**src/rtl/park_pkg.sv**
```systemverilog
// Shared types and constants for the car park exit controller and its slot table.
// Optional fee counters are enabled by defining PARK_EXIT_FEE_EN.
package park_pkg;

  typedef enum logic [2:0] {
    ST_IDLE   = 3'd0,
    ST_CHECK  = 3'd1,
    ST_SEARCH = 3'd2,
    ST_OPEN   = 3'd3,
    ST_DENY   = 3'd4
  } exit_state_e;

  localparam logic [1:0] ERR_OK       = 2'b00;
  localparam logic [1:0] ERR_PSWD     = 2'b01;
  localparam logic [1:0] ERR_NOTFOUND = 2'b10;

  localparam logic [3:0] DEF_PASSWORD    = 4'b1010;
  localparam int         DEF_GATE_CYCLES = 4;
  localparam int         FEE_W           = 8;

endpackage

```
**src/rtl/park_slot_table.sv**
```systemverilog
// Slot occupancy table: vehicle numbers, valid bits, lowest-free allocation and occupancy count.
// With PARK_EXIT_FEE_EN defined, each slot also keeps a saturating duration counter.
module park_slot_table
  import park_pkg::*;
#(
  parameter int N     = 4,
  parameter int SLOTS = 16
) (
  input  logic                       clk,
  input  logic                       rst,
  input  logic                       wr_en,
  input  logic [N-1:0]               wr_vn,
  output logic                       wr_ack,
  output logic [$clog2(SLOTS)-1:0]   wr_slot,
  output logic                       full,
  output logic [$clog2(SLOTS):0]     occ_count,
  input  logic [$clog2(SLOTS)-1:0]   rd_idx,
  output logic                       rd_valid,
  output logic [N-1:0]               rd_vn,
`ifdef PARK_EXIT_FEE_EN
  input  logic                       tick,
  output logic [FEE_W-1:0]           rd_fee,
`endif
  input  logic                       clr_en
);

  localparam int IW = $clog2(SLOTS);

  logic [SLOTS-1:0] valid_q, valid_d;
  logic [N-1:0]     vn_q [SLOTS];
  logic [N-1:0]     vn_d [SLOTS];
  logic             wr_ack_q, wr_ack_d;
  logic [IW-1:0]    wr_slot_q, wr_slot_d;
  logic [IW:0]      cnt_q, cnt_d;
  logic             full_q, full_d;
  logic [IW-1:0]    free_idx;
  logic             wr_fire;

  // Allocation looks only at the registered valid bits, so a slot being
  // cleared this cycle cannot be handed to a simultaneous entry.
  always_comb begin
    free_idx = '0;
    for (int i = SLOTS - 1; i >= 0; i--) begin
      if (!valid_q[i]) free_idx = IW'(i);
    end
  end

  assign wr_fire = wr_en && !full_q;

  always_comb begin
    valid_d   = valid_q;
    vn_d      = vn_q;
    wr_ack_d  = wr_fire;
    wr_slot_d = wr_slot_q;
    if (clr_en) valid_d[rd_idx] = 1'b0;
    if (wr_fire) begin
      valid_d[free_idx] = 1'b1;
      vn_d[free_idx]    = wr_vn;
      wr_slot_d         = free_idx;
    end
    cnt_d  = cnt_q + (IW+1)'(wr_fire) - (IW+1)'(clr_en);
    full_d = (cnt_d == (IW+1)'(SLOTS));
  end

  always_ff @(posedge clk) begin
    if (rst) begin
      valid_q   <= '0;
      wr_ack_q  <= 1'b0;
      wr_slot_q <= '0;
      cnt_q     <= '0;
      full_q    <= 1'b0;
    end else begin
      valid_q   <= valid_d;
      wr_ack_q  <= wr_ack_d;
      wr_slot_q <= wr_slot_d;
      cnt_q     <= cnt_d;
      full_q    <= full_d;
    end
    vn_q <= vn_d;
  end

`ifdef PARK_EXIT_FEE_EN
  logic [FEE_W-1:0] dur_q [SLOTS];
  logic [FEE_W-1:0] dur_d [SLOTS];

  always_comb begin
    for (int i = 0; i < SLOTS; i++) begin
      dur_d[i] = dur_q[i];
      if (wr_fire && (free_idx == IW'(i))) begin
        dur_d[i] = '0;
      end else if (tick && valid_q[i] && (dur_q[i] != '1)) begin
        dur_d[i] = dur_q[i] + FEE_W'(1);
      end
    end
  end

  always_ff @(posedge clk) begin
    for (int i = 0; i < SLOTS; i++) begin
      if (rst) dur_q[i] <= '0;
      else     dur_q[i] <= dur_d[i];
    end
  end

  assign rd_fee = dur_q[rd_idx];
`endif

  assign wr_ack    = wr_ack_q;
  assign wr_slot   = wr_slot_q;
  assign full      = full_q;
  assign occ_count = cnt_q;
  assign rd_valid  = valid_q[rd_idx];
  assign rd_vn     = vn_q[rd_idx];

endmodule

```
**src/rtl/park_exit_ctrl.sv**
```systemverilog
// Car park exit controller: password check, linear slot search, timed exit gate.
// Define PARK_EXIT_FEE_EN to add the tick input and the fee output.
module park_exit_ctrl
  import park_pkg::*;
#(
  parameter int           N           = 4,
  parameter int           SLOTS       = 16,
  parameter logic [N-1:0] PASSWORD    = N'(DEF_PASSWORD),
  parameter int           GATE_CYCLES = DEF_GATE_CYCLES
) (
  input  logic                     clk,
  input  logic                     rst,
`ifdef PARK_EXIT_FEE_EN
  input  logic                     tick,
  output logic [7:0]               fee,
`endif
  input  logic                     ent_valid,
  input  logic [N-1:0]             ent_vn,
  output logic                     ent_ack,
  output logic [$clog2(SLOTS)-1:0] ent_slot,
  output logic                     full,
  output logic [$clog2(SLOTS):0]   occ_count,
  input  logic                     exit_req,
  input  logic [N-1:0]             exit_pswd,
  input  logic [N-1:0]             exit_vn,
  output logic                     busy,
  output logic                     exit_gate,
  output logic [$clog2(SLOTS)-1:0] exit_slot,
  output logic                     exit_done,
  output logic [1:0]               exit_err
);

  localparam int IW = $clog2(SLOTS);
  localparam int TW = $clog2(GATE_CYCLES + 1);

  exit_state_e   state_q, state_d;
  logic [N-1:0]  pswd_q, pswd_d;
  logic [N-1:0]  vn_q, vn_d;
  logic [IW-1:0] idx_q, idx_d;
  logic [IW-1:0] slot_q, slot_d;
  logic [TW-1:0] timer_q, timer_d;
  logic          gate_q, gate_d;
  logic          done_q, done_d;
  logic [1:0]    err_q, err_d;
  logic          rd_valid;
  logic [N-1:0]  rd_vn;
  logic          hit;
`ifdef PARK_EXIT_FEE_EN
  logic [FEE_W-1:0] rd_fee;
  logic [FEE_W-1:0] fee_q, fee_d;
`endif

  park_slot_table #(.N(N), .SLOTS(SLOTS)) u_table (
    .clk       (clk),
    .rst       (rst),
    .wr_en     (ent_valid),
    .wr_vn     (ent_vn),
    .wr_ack    (ent_ack),
    .wr_slot   (ent_slot),
    .full      (full),
    .occ_count (occ_count),
    .rd_idx    (idx_q),
    .rd_valid  (rd_valid),
    .rd_vn     (rd_vn),
`ifdef PARK_EXIT_FEE_EN
    .tick      (tick),
    .rd_fee    (rd_fee),
`endif
    .clr_en    (hit)
  );

  // The match also serves as the table's clear strobe for the slot under search.
  assign hit = (state_q == ST_SEARCH) && rd_valid && (rd_vn == vn_q);

  always_comb begin
    state_d = state_q;
    pswd_d  = pswd_q;
    vn_d    = vn_q;
    idx_d   = idx_q;
    slot_d  = slot_q;
    timer_d = timer_q;
    gate_d  = gate_q;
    done_d  = 1'b0;
    err_d   = err_q;
`ifdef PARK_EXIT_FEE_EN
    fee_d   = fee_q;
`endif
    unique case (state_q)
      ST_IDLE: begin
        if (exit_req) begin
          pswd_d  = exit_pswd;
          vn_d    = exit_vn;
          state_d = ST_CHECK;
        end
      end
      ST_CHECK: begin
        if (pswd_q == PASSWORD) begin
          idx_d   = '0;
          state_d = ST_SEARCH;
        end else begin
          err_d   = ERR_PSWD;
          state_d = ST_DENY;
        end
      end
      ST_SEARCH: begin
        if (hit) begin
          slot_d  = idx_q;
          gate_d  = 1'b1;
          timer_d = TW'(GATE_CYCLES - 1);
          done_d  = (GATE_CYCLES == 1);
          err_d   = ERR_OK;
          state_d = ST_OPEN;
`ifdef PARK_EXIT_FEE_EN
          fee_d   = rd_fee;
`endif
        end else if (idx_q == IW'(SLOTS - 1)) begin
          err_d   = ERR_NOTFOUND;
          state_d = ST_DENY;
        end else begin
          idx_d = idx_q + IW'(1);
        end
      end
      ST_OPEN: begin
        // exit_done lands on the last gate-high cycle, not after it.
        if (timer_q == '0) begin
          gate_d  = 1'b0;
          state_d = ST_IDLE;
        end else begin
          timer_d = timer_q - TW'(1);
          done_d  = (timer_q == TW'(1));
        end
      end
      ST_DENY: begin
        done_d  = 1'b1;
        state_d = ST_IDLE;
      end
      default: state_d = ST_IDLE;
    endcase
  end

  always_ff @(posedge clk) begin
    if (rst) begin
      state_q <= ST_IDLE;
      pswd_q  <= '0;
      vn_q    <= '0;
      idx_q   <= '0;
      slot_q  <= '0;
      timer_q <= '0;
      gate_q  <= 1'b0;
      done_q  <= 1'b0;
      err_q   <= ERR_OK;
`ifdef PARK_EXIT_FEE_EN
      fee_q   <= '0;
`endif
    end else begin
      state_q <= state_d;
      pswd_q  <= pswd_d;
      vn_q    <= vn_d;
      idx_q   <= idx_d;
      slot_q  <= slot_d;
      timer_q <= timer_d;
      gate_q  <= gate_d;
      done_q  <= done_d;
      err_q   <= err_d;
`ifdef PARK_EXIT_FEE_EN
      fee_q   <= fee_d;
`endif
    end
  end

  assign busy      = (state_q != ST_IDLE);
  assign exit_gate = gate_q;
  assign exit_slot = slot_q;
  assign exit_done = done_q;
  assign exit_err  = err_q;
`ifdef PARK_EXIT_FEE_EN
  assign fee       = fee_q;
`endif

endmodule

```
**config.mk**
```make
export PLATFORM = sky130hd
export DESIGN_NAME = park_exit_ctrl
export DESIGN_NICKNAME = d
export VERILOG_FILES = /design/src/rtl/park_pkg.sv /design/src/rtl/park_slot_table.sv /design/src/rtl/park_exit_ctrl.sv
export SDC_FILE = /design/constraint.sdc
export NUM_CORES = 1
export LEC_CHECK = 0
export ABC_AREA = 0
export CORE_MARGIN = 4
export CORE_UTILIZATION = 30
export DETAILED_ROUTE_END_ITERATION = 8
export GPL_ROUTABILITY_DRIVEN = 1
export PLACE_DENSITY = 0.42
export SETUP_SLACK_MARGIN = 0.5
export SYNTH_ARGS = -nofsm -noshare
export SYNTH_HDL_FRONTEND = slang
export SYNTH_SLANG_ARGS = --single-unit
```
**constraint.sdc**
```tcl
create_clock -name clk -period 4.2 [get_ports clk]
set_clock_uncertainty 0.05 [all_clocks]
set_input_delay 0.63 -clock clk [delete_from_list [all_inputs] [get_ports clk]]
set_output_delay 0.63 -clock clk [all_outputs]
set_load 0.03 [all_outputs]
```
After elaboration in Yosys (flattened, before gate mapping)
Index checks and enable logic that the tools add are counted.

word-level totals
  register bits after elaboration = 117
  input bits = 16
  output and inout port bits = 20
  word-level logic and storage cells = 135

cells by class
  $add $sub $neg = 4
  $lt $le $gt $ge = 7
  eq/ne operators = 18
  mux-type cells = 52
  bitwise operators = 5
  reductions and logical operators = 19

operator list
  operator                                                                      count
  4-bit 2-to-1 mux                                                              22
  64-bit bitwise mux                                                            1
  16-bit 2-to-1 mux                                                             2
  3-bit 2-to-1 mux                                                              7
  16-bit bitwise AND                                                            1
  4-bit binary-select mux with 4-bit select                                     1
  4-bit demux with 4-bit select                                                 1
  16-bit inverter                                                               1
  16-bit OR                                                                     1
  2-bit inequality test, second input constant                                  7
  3-bit case mux with 4 select lines                                            1
  3-bit AND reduction                                                           4
  5-bit >= comparator, second input constant                                    2
  4-bit by 5-bit less-than comparator with 1-bit output, second input constant  2
  4-bit inverter with 5-bit output                                              2
  1-bit demux with 4-bit select                                                 2
  4-bit == test, second input constant                                          2
  4-bit by 1-bit >= comparator with 1-bit output, second input constant         2
  4-bit case mux with 2 select lines                                            1
  3-bit by 1-bit == test with 1-bit output, second input constant               2
  3-bit by 2-bit == test with 1-bit output, second input constant               2
  1-bit logical AND                                                             6
  3-bit zero test                                                               2
  1-bit 2-to-1 mux                                                              6
  other kinds (20)                                                              25

Depth between registers and ports, before layout
Gate-level depths: netlist (run 1).

  word-level depth = 22
  mapped depth = 18
  gate-level depth less buffers = 15

Modules after synthesis
Synthesis (run 1) repeated with hierarchy kept, for this count alone.

unflattened totals
  cells, all modules = 430
  area, all modules = 5308.8 µm²

modules (own cells, without submodules)
  module           instances  cells each  area each (µm²)  seq. area each (µm²)
  park_slot_table  1          292         4134.0           2462.4
  park_exit_ctrl   1          138         1174.9           520.5

Worst setup path before layout (run 1)
OpenSTA, ideal clock, no wires.

  kind = reg-to-reg
  start point = reg idx_q[0]
  end point = reg u_table.full_q, in the netlist u_table.full
  setup time = 0.116 ns
  arrival time = 3.521 ns
  data required time = 4.034 ns
  setup slack = 0.513 ns
  stages on the path, launching flop included = 18
  path buffers = 2
  period minus slack after synthesis = 3.687 ns
  cell sequence = dfxtp_1 buf_6 mux4_2 nor4b_4 a2111oi_2 o311ai_1 a211o_1 buf_6 inv_6 ha_1 inv_1 ha_1 fa_1 a21o_1 a21oi_1 xnor2_1 nor2_1 and3_1

on the way
  cells in the longest elaborated chain, start to end = 8
  elaborated cells on any way between the ends = 11
  classes of those cells = add/sub (1); eq/ne (2); mux (5); bitwise (1); reduce/logical (2)

ends and longest elaborated chain
  element                                                 RTL line                source
  from (decl)                                             park_exit_ctrl.sv:39    logic [IW-1:0] idx_q, idx_d;
  from (signal assigned)                                  park_exit_ctrl.sv:159   idx_q <= idx_d;
  4-bit inverter with 5-bit output (implied by the code)  park_slot_table.sv:112  assign rd_vn = vn_q[rd_idx];
  4-bit binary-select mux with 4-bit select               park_slot_table.sv:112
  4-bit 2-to-1 mux (implied by the code) (2 in series)    park_slot_table.sv:112
  4-bit == test                                           park_exit_ctrl.sv:73    assign hit = (state_q == ST_SEARCH) && rd_valid && (rd_vn == vn_q);
  1-bit logical AND *                                     park_exit_ctrl.sv:73
  5-bit by 1-bit subtractor with 5-bit output *           park_slot_table.sv:61   cnt_d = cnt_q + (IW+1)'(wr_fire) - (IW+1)'(clr_en);
  5-bit == test *                                         park_slot_table.sv:62   full_d = (cnt_d == (IW+1)'(SLOTS));
  to (signal assigned)                                    park_slot_table.sv:77   full_q <= full_d;
  to (decl)                                               park_slot_table.sv:35   logic full_q, full_d;

Every way passes the cells marked *; elsewhere a longest branch is shown, timed or not. The select of a mux whose other input is x is not followed.
A chain may end at the register's enable or synchronous reset.

Worst setup path in the final report (run 1)
Same ends and word-level chain as after synthesis.

==> results of run 1 <==
## cells in the mapped netlist (all sizes together) (2+ instances only)
master   n
nand2   66
edfxtp  64
dfxtp   53
a21oi   37
inv     37
nor2    25
mux4    20
mux2i   13
o31ai   13
ha      12
buf     11
clkbuf  10
nor3     9
nand3    8
o21ai    8
xor2     7
and2     6
nand2b   6
nor2b    6
nand4    4
nor3b    4
o41ai    4
a211oi   3
a21boi   3
a21o     3
a31oi    3
nor4b    3
or3      3
a31o     2
o21a     2
## area by class of cell
type                            instances  area [um2]
Tap cell                              225         282
Fill cell                            1658       10700
Multi-Input combinational cell        285        2130
Sequential cell                       117        2990
Inverter                               37         144
Timing Repair Buffer                   57         569
Clock buffer                           18         429
Clock inverter                         14         130
## registers in the layout, summed over array words and instances, names as in the netlist
signal	flops
u_table.valid_q	16
timer_q	3
u_table.vn_q	64
vn_q	4
exit_gate	1
u_table.wr_slot	4
state_q	3
exit_err	2
idx_q	4
exit_done	1
u_table.wr_ack	1
pswd_q	4
exit_slot	4
u_table.occ_count	5
u_table.full	1
## placed cells by master (no fill, tap or decap), drive strengths merged, types with 13 or more instances in the layout
master,count
nor2,25
buf,21
clkbuf,19
dfxtp,53
o31ai,13
mux4,20
nand2,66
edfxtp,64
inv,39
mux2i,13
a21oi,37
clkdlybuf4s50,35
## routing by layer
metal / up-vias / part of all wire / global-route usage
met4: 0 / 0.010 / 0.0444
met2: 79 / 0.48 / 0.217
li1: 1784 / - / -
met1: 1734 / 0.47 / 0.182
met3: 10 / 0.038 / 0.0366
met5: - / 0 / 0
## what timing repair did
action                                  4_1_cts  5_1_grt
pin swaps                                     1       10
setup buffers                                 2        9
endpoints found under the setup margin        2        1
gates resized for setup                       7       15
hold buffers                                  0        0
gates cloned                                  1        1
## metrics by stage
stage | setup slack (ns) | total power [mW] | instance area [um2] | std cells
2_1_floorplan | 0.513 | 1.57 | 5320 | 460
3_3_place_gp | 0.340 | 1.71 | 5910 | 708
3_5_place_dp | 0.285 | 1.71 | 5910 | 708
4_1_cts | 0.504 | 3.08 | 6540 | 743
5_1_grt | 0.506 | 3.21 | 6670 | 753
6_report | 0.587 | 3.07 | 6670 | 753
## critical path, delay by kind of cell (launching register included)
family,cells,cell delay (ns)
multiplexers,1,0.48
AO/OA/AOI/OAI,5,0.96
AND/OR/NAND/NOR,3,0.39
adder cells (fa/ha/maj),3,0.81
XOR/XNOR,1,0.13
buffers and inverters,3,0.27
flip-flops,1,0.39
## kinds of logic (layout without fill, tap and decap cells)
group / after synthesis / count (layout)
XOR/XNOR: 8 / 8
buffers and inverters: 58 / 126
flip-flops: 117 / 117
adder cells (fa/ha/maj): 13 / 13
AO/OA/AOI/OAI: 88 / 88
multiplexers: 33 / 33
AND/OR/NAND/NOR: 143 / 143
## report_power, final
group / switching [mW] / total (mW) / internal [mW]
sequential: 0.0347 / 1.29 / 1.26
clock: 0.536 / 1.35 / 0.817
combinational: 0.237 / 0.427 / 0.191
total: 0.807 / 3.07 / 2.27
## how the worst min path moves through the flow
stage | end | depth (start not counted)
3_3_place_gp | pswd_q[1]$_SDFFE_PP0P_ | 2
6_report | u_table.wr_slot[1]$_SDFFE_PP0P_ | 2
5_1_grt | u_table.wr_slot[1]$_SDFFE_PP0P_ | 2
2_1_floorplan | pswd_q[1]$_SDFFE_PP0P_ | 2
4_1_cts | u_table.wr_slot[1]$_SDFFE_PP0P_ | 2
3_5_place_dp | u_table.wr_slot[1]$_SDFFE_PP0P_ | 2
==> metrics, run 1 <==
Ports 36; FF+latch count, synth 117; DRT iter0 DRCs 310; via/cell ratio 4.79; Avg Synthesized Cell Area 11.6 um2; CP most frequent cell ha_4; MaxCap Viol Count 0; Post-Synthesis Cell Area 5320 um2; outcome finished, final reports clean; Core Region 17400 um2; reg-to-reg slack, setup 0.59 ns; TritonCTS Buffers 17; area delta synth->final 25.6%; Synth top area share 0.362; share of cells above drive strength 1 0.174; Util after Layout 0.385; fraction of the mapped netlist area in compound gates 0.107; Synth Area in Simple Gates 0.128; Worst Setup EP u_table.full$_SDFF_PP0_; number of synthesized flops with an enable pin 64; row cnt 48; die area 19900 um2; Arr. time, crit path 3.87 ns; Initial Util 0.306; first-pass GRT wire length 20700 um; Startpoint Class flop; H-tree depth 4; Top FF cell, synth edfxtp_1; largest family of logic cells by synthesized area simple AND/OR/NAND/NOR gates; max incr delay on CP 0.48 ns; DRT Wirelength 13000 um; Final Hold Viols 0; worst vdd ir 0.223 mV; RR Startpoint idx_q[0]$_SDFFE_PP0P_; Die Ht 141 um; number of global-route vias before repair 3670; Tightest Hold Check Type flop to flop; top post-synthesis cells by area edfxtp_1 36%, dfxtp_1 20%, mux4_2 7.6%; crit path from idx_q[0]$_SDFFE_PP0P_; clock latency on the worst-skew pair 0.41 ns; total track usage 0.137; Highest Clock Rate 0.277 GHz; Synth async-reset ratio 0; XOR/XNOR Fraction of Synth Area 0.0132; Slew @ Worst Pin 0.762 ns; hold path start u_table.wr_slot[1]$_SDFFE_PP0P_; Setup violations, final 0; drt drc 0; Inserted Diodes 0; Slowest cell on crit path mux4_2; Setup CP Type flop to flop; CTS Buffer Depth 2; Antenna Violating Nets Remaining 0; worst-case reg-to-reg path depth 16; WL per Instance 17.3 um; initial antenna violation count 0; Distinct cells, synth 51; Root Driver clkbuf_16; P per Cell Area 461 nW/um2; Fin Hold WS 0.402 ns; max_slew headroom 0.486; setup_tns 0 ns; drt first pass iters 5; gr ovfl total 0; Final HPWL DP 9210 um; multiplexer area fraction after synthesis 0.111; Nets 544; top cell type by total area after synthesis edfxtp_1; gpl congestion 0.859; # port buffers 35; TritonCTS clock tree built; clock-pin slew on the worst setup and hold paths 0.05 ns; RSZ-0062 raised after global routing false; worst-path maximum fanout 6; CP required 4.45 ns; period utilization 0.860; clock period minus worst slack 3.61 ns; RR Endpoint u_table.full$_SDFF_PP0_; largest net degree at the start of global routing 28; Seq/Total Area, Yosys 0.561; Synth Area in Adders 0.0320; synthesized instance count 460; P_leak 2.36 nW; DR vias 3607; die span in x 141 um; Crit. End Element flop; worst path cell trace buf_12 > mux4_2 > nor2b_2 > o21a_1 > o311ai_2 > a211o_1 > clkinv_4 > ha_4 > inv_2 > ha_4 > fa_2 > a21o_1 > a21oi_2 > xnor2_1 > nor2_1 > and3_1; Max Transition Viols Final 0; syn nets 489; clk sinks 117; Yosys Warn Count 0
(Power assumes the default switching activity.)
==> run 2: changes to the inputs <==
SKIP_LAST_GASP = 1   (was unset)
SLEW_MARGIN = 40   (was unset)
==> results of run 2 <==
The final DEF is identical to that of run 1; final timing and power are the same.
